--- config.mk ---
export PLATFORM = sky130hd
export DESIGN_NAME = fpu_issue_flat
export DESIGN_NICKNAME = d
export VERILOG_FILES = /design/src/rtl/fpu_pkg.sv /design/src/rtl/fpu_issue_if.sv /design/src/rtl/fpu_issue_wdt.sv /design/src/rtl/fpu_issue.sv /design/src/flat_wrapper.sv
export SDC_FILE = /design/constraint.sdc
export NUM_CORES = 1
export LEC_CHECK = 0
export ABC_CLOCK_PERIOD_IN_PS = 1600
export CORE_MARGIN = 3
export CORE_UTILIZATION = 39
export CTS_CLUSTER_SIZE = 25
export DETAILED_ROUTE_END_ITERATION = 8
export PLACE_DENSITY = 0.8
export SYNTH_ARGS = -nofsm -noshare
export SYNTH_HDL_FRONTEND = slang
export SYNTH_SLANG_ARGS = --single-unit
--- constraint.sdc ---
create_clock -name clk -period 1.6 [get_ports clk]
set_input_delay 0.24 -clock clk [delete_from_list [all_inputs] [get_ports clk]]
set_output_delay 0.24 -clock clk [all_outputs]
set_load 0.005 [all_outputs]
--- src/rtl/fpu_pkg.sv ---
// Shared types for the FPU issue sequencer: opcodes, FSM states, destination decode.
package fpu_pkg;

    typedef enum logic [3:0] {
        OpFadd   = 4'd0,
        OpFsub   = 4'd1,
        OpFmul   = 4'd2,
        OpFdiv   = 4'd3,
        OpFsqrt  = 4'd4,
        OpFsgnj  = 4'd5,
        OpFsgnjn = 4'd6,
        OpFsgnjx = 4'd7,
        OpFeq    = 4'd8,
        OpFle    = 4'd9,
        OpFlt    = 4'd10,
        OpNop    = 4'hF
    } fpu_op_t;

    typedef enum logic [1:0] {
        StIdle,
        StExec,
        StWb
    } fpu_issue_state_t;

    // Compares produce a 0/1 that belongs in the integer register file.
    function automatic logic is_int_dest(input logic [3:0] op);
        return (op >= 4'(OpFeq)) && (op <= 4'(OpFlt));
    endfunction

endpackage

--- src/rtl/fpu_issue_if.sv ---
// Decode request, FPU operand/result and writeback signals of the FPU issue block.
interface fpu_issue_if;

    logic        req_valid;
    logic        req_ready;
    logic [3:0]  req_op;
    logic [31:0] req_src0;
    logic [31:0] req_src1;
    logic [4:0]  req_rd;
    logic [31:0] fpu_src0;
    logic [31:0] fpu_src1;
    logic [3:0]  fpu_op;
    logic [31:0] fpu_result;
    logic        fpu_fin;
    logic        wb_valid;
    logic        wb_ready;
    logic [31:0] wb_data;
    logic [4:0]  wb_rd;
    logic        wb_int;
    logic        busy;
    logic        err;

    modport slave (
        input  req_valid, req_op, req_src0, req_src1, req_rd, fpu_result, fpu_fin, wb_ready,
        output req_ready, fpu_src0, fpu_src1, fpu_op, wb_valid, wb_data, wb_rd, wb_int,
               busy, err
    );

    modport master (
        output req_valid, req_op, req_src0, req_src1, req_rd, fpu_result, fpu_fin, wb_ready,
        input  req_ready, fpu_src0, fpu_src1, fpu_op, wb_valid, wb_data, wb_rd, wb_int,
               busy, err
    );

endinterface

--- src/rtl/fpu_issue_wdt.sv ---
// EXEC-cycle watchdog counter; instantiated only when FPU_ISSUE_WATCHDOG_EN is defined.
module fpu_issue_wdt #(
    parameter int unsigned TIMEOUT = 16
) (
    input  logic clk,
    input  logic rstn,
    input  logic clear,
    input  logic start,
    output logic expired
);

    localparam int unsigned CntW = $clog2(TIMEOUT + 1);

    logic [CntW-1:0] cnt_q;

    // Asserted during the TIMEOUT-th counted cycle, so the exit happens on that cycle's edge.
    assign expired = (cnt_q == CntW'(TIMEOUT - 1));

    always_ff @(posedge clk or negedge rstn) begin
        if (!rstn) begin
            cnt_q <= '0;
        end else if (clear) begin
            cnt_q <= '0;
        end else if (start && !expired) begin
            cnt_q <= cnt_q + 1'b1;
        end
    end

endmodule

--- src/rtl/fpu_issue.sv ---
// Single-outstanding FPU issue sequencer: IDLE -> EXEC (wait fpu_fin) -> WB (wait wb_ready).
// Optional EXEC watchdog enabled by FPU_ISSUE_WATCHDOG_EN.
module fpu_issue
    import fpu_pkg::*;
#(
    parameter logic [3:0]  NOP_OP  = OpNop,
    parameter int unsigned TIMEOUT = 16
) (
    input logic        clk,
    input logic        rstn,
    fpu_issue_if.slave bus
);

    fpu_issue_state_t state_q, state_d;

    logic [3:0]  op_q;
    logic [31:0] src0_q;
    logic [31:0] src1_q;
    logic [31:0] data_q;
    logic [4:0]  rd_q;
    logic        int_q;
    logic        accept;
    logic        capture;
    logic        timeout;

    assign accept  = (state_q == StIdle) && bus.req_valid;
    assign capture = (state_q == StExec) && bus.fpu_fin;

`ifdef FPU_ISSUE_WATCHDOG_EN
    logic expired;
    logic err_q;

    fpu_issue_wdt #(
        .TIMEOUT(TIMEOUT)
    ) u_wdt (
        .clk    (clk),
        .rstn   (rstn),
        .clear  (accept),
        .start  (state_q == StExec),
        .expired(expired)
    );

    // A fin arriving on the expiry cycle still wins.
    assign timeout = (state_q == StExec) && !bus.fpu_fin && expired;

    always_ff @(posedge clk or negedge rstn) begin
        if (!rstn) begin
            err_q <= 1'b0;
        end else if (timeout) begin
            err_q <= 1'b1;
        end
    end

    assign bus.err = err_q;
`else
    assign timeout = 1'b0;
    assign bus.err = 1'b0;
`endif

    always_ff @(posedge clk or negedge rstn) begin
        if (!rstn) begin
            state_q <= StIdle;
        end else begin
            state_q <= state_d;
        end
    end

    always_comb begin
        state_d = state_q;
        unique case (state_q)
            StIdle:  if (bus.req_valid) state_d = StExec;
            StExec:  if (bus.fpu_fin || timeout) state_d = StWb;
            StWb:    if (bus.wb_ready) state_d = StIdle;
            default: state_d = StIdle;
        endcase
    end

    always_ff @(posedge clk or negedge rstn) begin
        if (!rstn) begin
            op_q   <= '0;
            src0_q <= '0;
            src1_q <= '0;
            rd_q   <= '0;
            int_q  <= 1'b0;
            data_q <= '0;
        end else begin
            if (accept) begin
                op_q   <= bus.req_op;
                src0_q <= bus.req_src0;
                src1_q <= bus.req_src1;
                rd_q   <= bus.req_rd;
                int_q  <= is_int_dest(bus.req_op);
            end
            if (capture) begin
                data_q <= bus.fpu_result;
            end else if (timeout) begin
                data_q <= '0;
            end
        end
    end

    // Outside EXEC the FPU sees NOP so its multi-cycle counter stays idle.
    assign bus.fpu_op    = (state_q == StExec) ? op_q : NOP_OP;
    assign bus.fpu_src0  = src0_q;
    assign bus.fpu_src1  = src1_q;
    assign bus.req_ready = (state_q == StIdle);
    assign bus.wb_valid  = (state_q == StWb);
    assign bus.busy      = (state_q != StIdle);
    assign bus.wb_data   = data_q;
    assign bus.wb_rd     = rd_q;
    assign bus.wb_int    = int_q;

endmodule

--- src/flat_wrapper.sv ---
// flat-port wrapper written by rule: the top's interface ports become plain ports
module fpu_issue_flat import fpu_pkg::*;
#(
    parameter logic [3:0]  NOP_OP  = OpNop,
    parameter int unsigned TIMEOUT = 16
)
  (clk, rstn, bus_req_valid, bus_req_op, bus_req_src0, bus_req_src1, bus_req_rd, bus_fpu_result, bus_fpu_fin, bus_wb_ready, bus_req_ready, bus_fpu_src0, bus_fpu_src1, bus_fpu_op, bus_wb_valid, bus_wb_data, bus_wb_rd, bus_wb_int, bus_busy, bus_err);
  fpu_issue_if bus_i ();
  input logic clk;
  input logic rstn;
  input wire logic [$bits(bus_i.req_valid)-1:0] bus_req_valid;
  input wire logic [$bits(bus_i.req_op)-1:0] bus_req_op;
  input wire logic [$bits(bus_i.req_src0)-1:0] bus_req_src0;
  input wire logic [$bits(bus_i.req_src1)-1:0] bus_req_src1;
  input wire logic [$bits(bus_i.req_rd)-1:0] bus_req_rd;
  input wire logic [$bits(bus_i.fpu_result)-1:0] bus_fpu_result;
  input wire logic [$bits(bus_i.fpu_fin)-1:0] bus_fpu_fin;
  input wire logic [$bits(bus_i.wb_ready)-1:0] bus_wb_ready;
  output wire logic [$bits(bus_i.req_ready)-1:0] bus_req_ready;
  output wire logic [$bits(bus_i.fpu_src0)-1:0] bus_fpu_src0;
  output wire logic [$bits(bus_i.fpu_src1)-1:0] bus_fpu_src1;
  output wire logic [$bits(bus_i.fpu_op)-1:0] bus_fpu_op;
  output wire logic [$bits(bus_i.wb_valid)-1:0] bus_wb_valid;
  output wire logic [$bits(bus_i.wb_data)-1:0] bus_wb_data;
  output wire logic [$bits(bus_i.wb_rd)-1:0] bus_wb_rd;
  output wire logic [$bits(bus_i.wb_int)-1:0] bus_wb_int;
  output wire logic [$bits(bus_i.busy)-1:0] bus_busy;
  output wire logic [$bits(bus_i.err)-1:0] bus_err;
  assign bus_i.req_valid = bus_req_valid;
  assign bus_i.req_op = bus_req_op;
  assign bus_i.req_src0 = bus_req_src0;
  assign bus_i.req_src1 = bus_req_src1;
  assign bus_i.req_rd = bus_req_rd;
  assign bus_i.fpu_result = bus_fpu_result;
  assign bus_i.fpu_fin = bus_fpu_fin;
  assign bus_i.wb_ready = bus_wb_ready;
  assign bus_req_ready = bus_i.req_ready;
  assign bus_fpu_src0 = bus_i.fpu_src0;
  assign bus_fpu_src1 = bus_i.fpu_src1;
  assign bus_fpu_op = bus_i.fpu_op;
  assign bus_wb_valid = bus_i.wb_valid;
  assign bus_wb_data = bus_i.wb_data;
  assign bus_wb_rd = bus_i.wb_rd;
  assign bus_wb_int = bus_i.wb_int;
  assign bus_busy = bus_i.busy;
  assign bus_err = bus_i.err;
  fpu_issue #(.NOP_OP(NOP_OP), .TIMEOUT(TIMEOUT)) u_core (.clk(clk), .rstn(rstn), .bus(bus_i));
endmodule
==> summary.txt <==
Status
  • Outcome: completed

Timing
  • F_max: 0.630 GHz
  • PnR worst setup slack: 12.3 ps
  • Setup-failing EPs final: 0
  • Setup_tns: 0 ps
  • RSZ-0062 raised after global routing: yes
  • Final Cycle Share: 99.2%
  • Worst hold slack: 249 ps
  • Min Tclk post-route: 1590 ps
  • Max Slew Vio Count: 0
  • Clk_skew: 6.79 ps
  • Final hold violations: 0

Routing
  • DRC viols: 0
  • Vias: 2883
  • WL final: 10.3 mm
  • 1st-pass router iterations: 4
  • DRT antenna net count: 0
  • Vias per cell: 4.68
  • DR iter-0 viols: 75
  • Per-cell routed wire length: 16.8 um

Placed design
  • IO buf count: 218
  • GPL Wtd Cong: 0.716
  • Detail Placement HPWL: 8.18 mm
  • DP Cell Count: 596
  • Placed inst area: 6540 um2
  • Place WS: -188 ps

Critical path
  • Worst R2R Setup Slack: 30 ps
  • Worst Reg2Reg Path Length in Cells: 5
  • Worst setup EP type: primary output
  • Crit path cell chain: and2b_2 > buf_6 > nand2b_1 > buf_2
  • CP Max Fanout: 4
  • Critical-path top delay cell: dfrtp_2
  • Reg2reg start: u_core.state_q[0]
  • Startpoint types: register
  • WP data arrival: 1350 ps
  • Data required, critical path: 1360 ps
  • Reg2reg end: u_core.bus.fpu_src1[3]
  • Slowest cell delay on critical path: 450 ps
  • CP top delay family: flip-flops
  • Worst Setup Path Type: reg2out
  • Critical path buffers and inverters: 2

Layout
  • Multi-input gate area: 1320 um2
  • Ant diodes: 0
  • Sequential Area: 2710 um2
  • Fillcell total: 768
  • Layout cells sized above 1: 14.7%
  • Most common cell after layout, fill and taps aside: clkdlybuf4s50_1
  • Final #Nets: 589
  • Final Core Density: 67.7%
  • Finished Layout Cells: 616
  • Most frequent cells in the layout: 210 x clkdlybuf4s50_1, 106 x dfrtp_1, 76 x mux2_1
  • Design area: 6770 um2
  • P&R area growth vs syn: 65.2%

Clocking
  • Clock Tree Root: clkbuf_8
  • CTS Buf Count: 9
  • Clock latency on the worst-skew pair: 350 ps
  • Clock Path Buffers: 2
  • CTS tree: built
  • Clock Sinks: 108
  • CTS H-tree depth: 3
  • Clock transition at path regs: 90 ps

Yosys
  • Post-synthesis sequential area ratio: 66.0%
  • Mapped Area: 4100 um2
  • Syn_nets: 354
  • FF+latch count, synth: 108
  • Synth cell types: 17
  • Synth Instances: 244
  • Synth Area per Inst: 16.8 um2
  • Synth Warn #: 0

Pwr
  • Flop pwr share: 40.1%
  • Total power per unit cell area: 1780 nW/um2
  • Cell-internal power: 8.70 mW
  • Clock power share: 11.5%
  • Comb power frac: 48.4%
  • Tot Pwr: 12.0 mW
  • Switching Share: 27.7%
  • Leakage: 2.82 nW
  • Worst-case vdd ir drop: 0.000837 V
  • P_sw: 3.34 mW

Floorplanning
  • Die W: 109 um
  • Row count: 36
  • Starting density of the core: 41.0%
  • Chip height: 109 um
  • Core area: 10000 um2
  • Die area: 11800 um2
  • IO Count: 220

Run
  • Max-cap viol count: 0

Global route
  • Global-route wire length before repair: 16.2 mm
  • Vias in the first global route: 3197
  • Congestion Overflow GR: 0
  • Initial antenna violation count: 0
  • Largest net degree at the start of global routing: 51
  • Total GRT Usage: 17.8%

Worst hold path
  • Worst hold path class: in2async
worst max path at each step:
stage	start	endpoint	slack (ps)	depth (start not counted)
3_3_place_gp	bus_req_valid	u_core.bus.fpu_src1[27]	-160	5
4_1_cts	u_core.state_q[1]	bus_fpu_op[2]	-150	5
3_5_place_dp	bus_req_valid	u_core.bus.fpu_src1[3]	-190	5
5_1_grt	u_core.state_q[1]	bus_fpu_op[3]	-60	4
6_report	u_core.state_q[1]	bus_fpu_op[3]	10	4
2_1_floorplan	u_core.state_q[0]	u_core.bus.fpu_src0[10]	180	4
Yosys cell counts:
cell type / instances / area, um2
a211oi_1: 1 / 7.51
and2b_2: 1 / 8.76
buf_2: 2 / 10.0
buf_4: 7 / 52.6
buf_6: 3 / 33.8
conb_1: 1 / 3.75
dfrtp_1: 108 / 2700
inv_1: 3 / 11.3
mux2_1: 77 / 867
mux2_2: 28 / 315
nand2_1: 1 / 3.75
nand2_4: 1 / 11.3
nand2b_1: 5 / 31.3
nand4b_1: 1 / 8.76
nor2_1: 2 / 7.51
nor3b_2: 1 / 12.5
o21ai_0: 2 / 10.0
state kept, by name, summed over array words and instances, names as in the netlist:
signal               flops
u_core.op_q              4
u_core.state_q           2
u_core.bus.fpu_src0     32
u_core.bus.wb_data      32
u_core.bus.wb_rd         5
u_core.bus.fpu_src1     32
u_core.bus.wb_int        1
area by class of cell:
cell class / count / area share (%)
Clock buffer: 12 / 2.00
Clock inverter: 3 / 0.222
Inverter: 3 / 0.166
Multi-Input combinational cell: 121 / 19.4
Sequential cell: 108 / 40.0
Tap cell: 133 / 2.46
Timing Repair Buffer: 236 / 35.8
power groups by stage:
| stage | logic [mW] | registers, mW | clock network (mW) |
|---|---|---|---|
| 6_report | 5.83 | 4.83 | 1.38 |
| 5_1_grt | 6.28 | 5.03 | 1.56 |
| 4_1_cts | 5.83 | 4.88 | 1.44 |
| 3_5_place_dp | 5.75 | 4.92 | 0 |
| 3_3_place_gp | 5.61 | 4.84 | 0 |
| 2_1_floorplan | 1.82 | 4.94 | 0 |
what timing repair did:
| item | 4_1_cts | 5_1_grt |
|---|---|---|
| gates cloned | 0 | 1 |
| hold buffers | 1 | 0 |
| resized for setup | 27 | 9 |
| pin swaps | 0 | 1 |
| endpoints found under the setup margin | 7 | 35 |
| hold endpoints to repair | 79 | 0 |
| setup buffers | 3 | 1 |
kinds of logic after synthesis:
| group | synth area share, % |
|---|---|
| buffers and inverters | 2.63 |
| other | 0.0915 |
| and+or+nand+nor | 2.05 |
| muxes | 28.9 |
| DFF | 66.0 |
| AOI/OAI and AO/OA | 0.428 |
layer usage:
layer / routed length [um] / vias up / track usage (%)
li1: - / 1313 / -
met1: 4130 / 1417 / 21.1
met2: 5140 / 136 / 30.5
met3: 870 / 17 / 4.96
met4: 202 / 0 / 7.03
met5: 0 / - / 0
(Power assumes the default switching activity.)
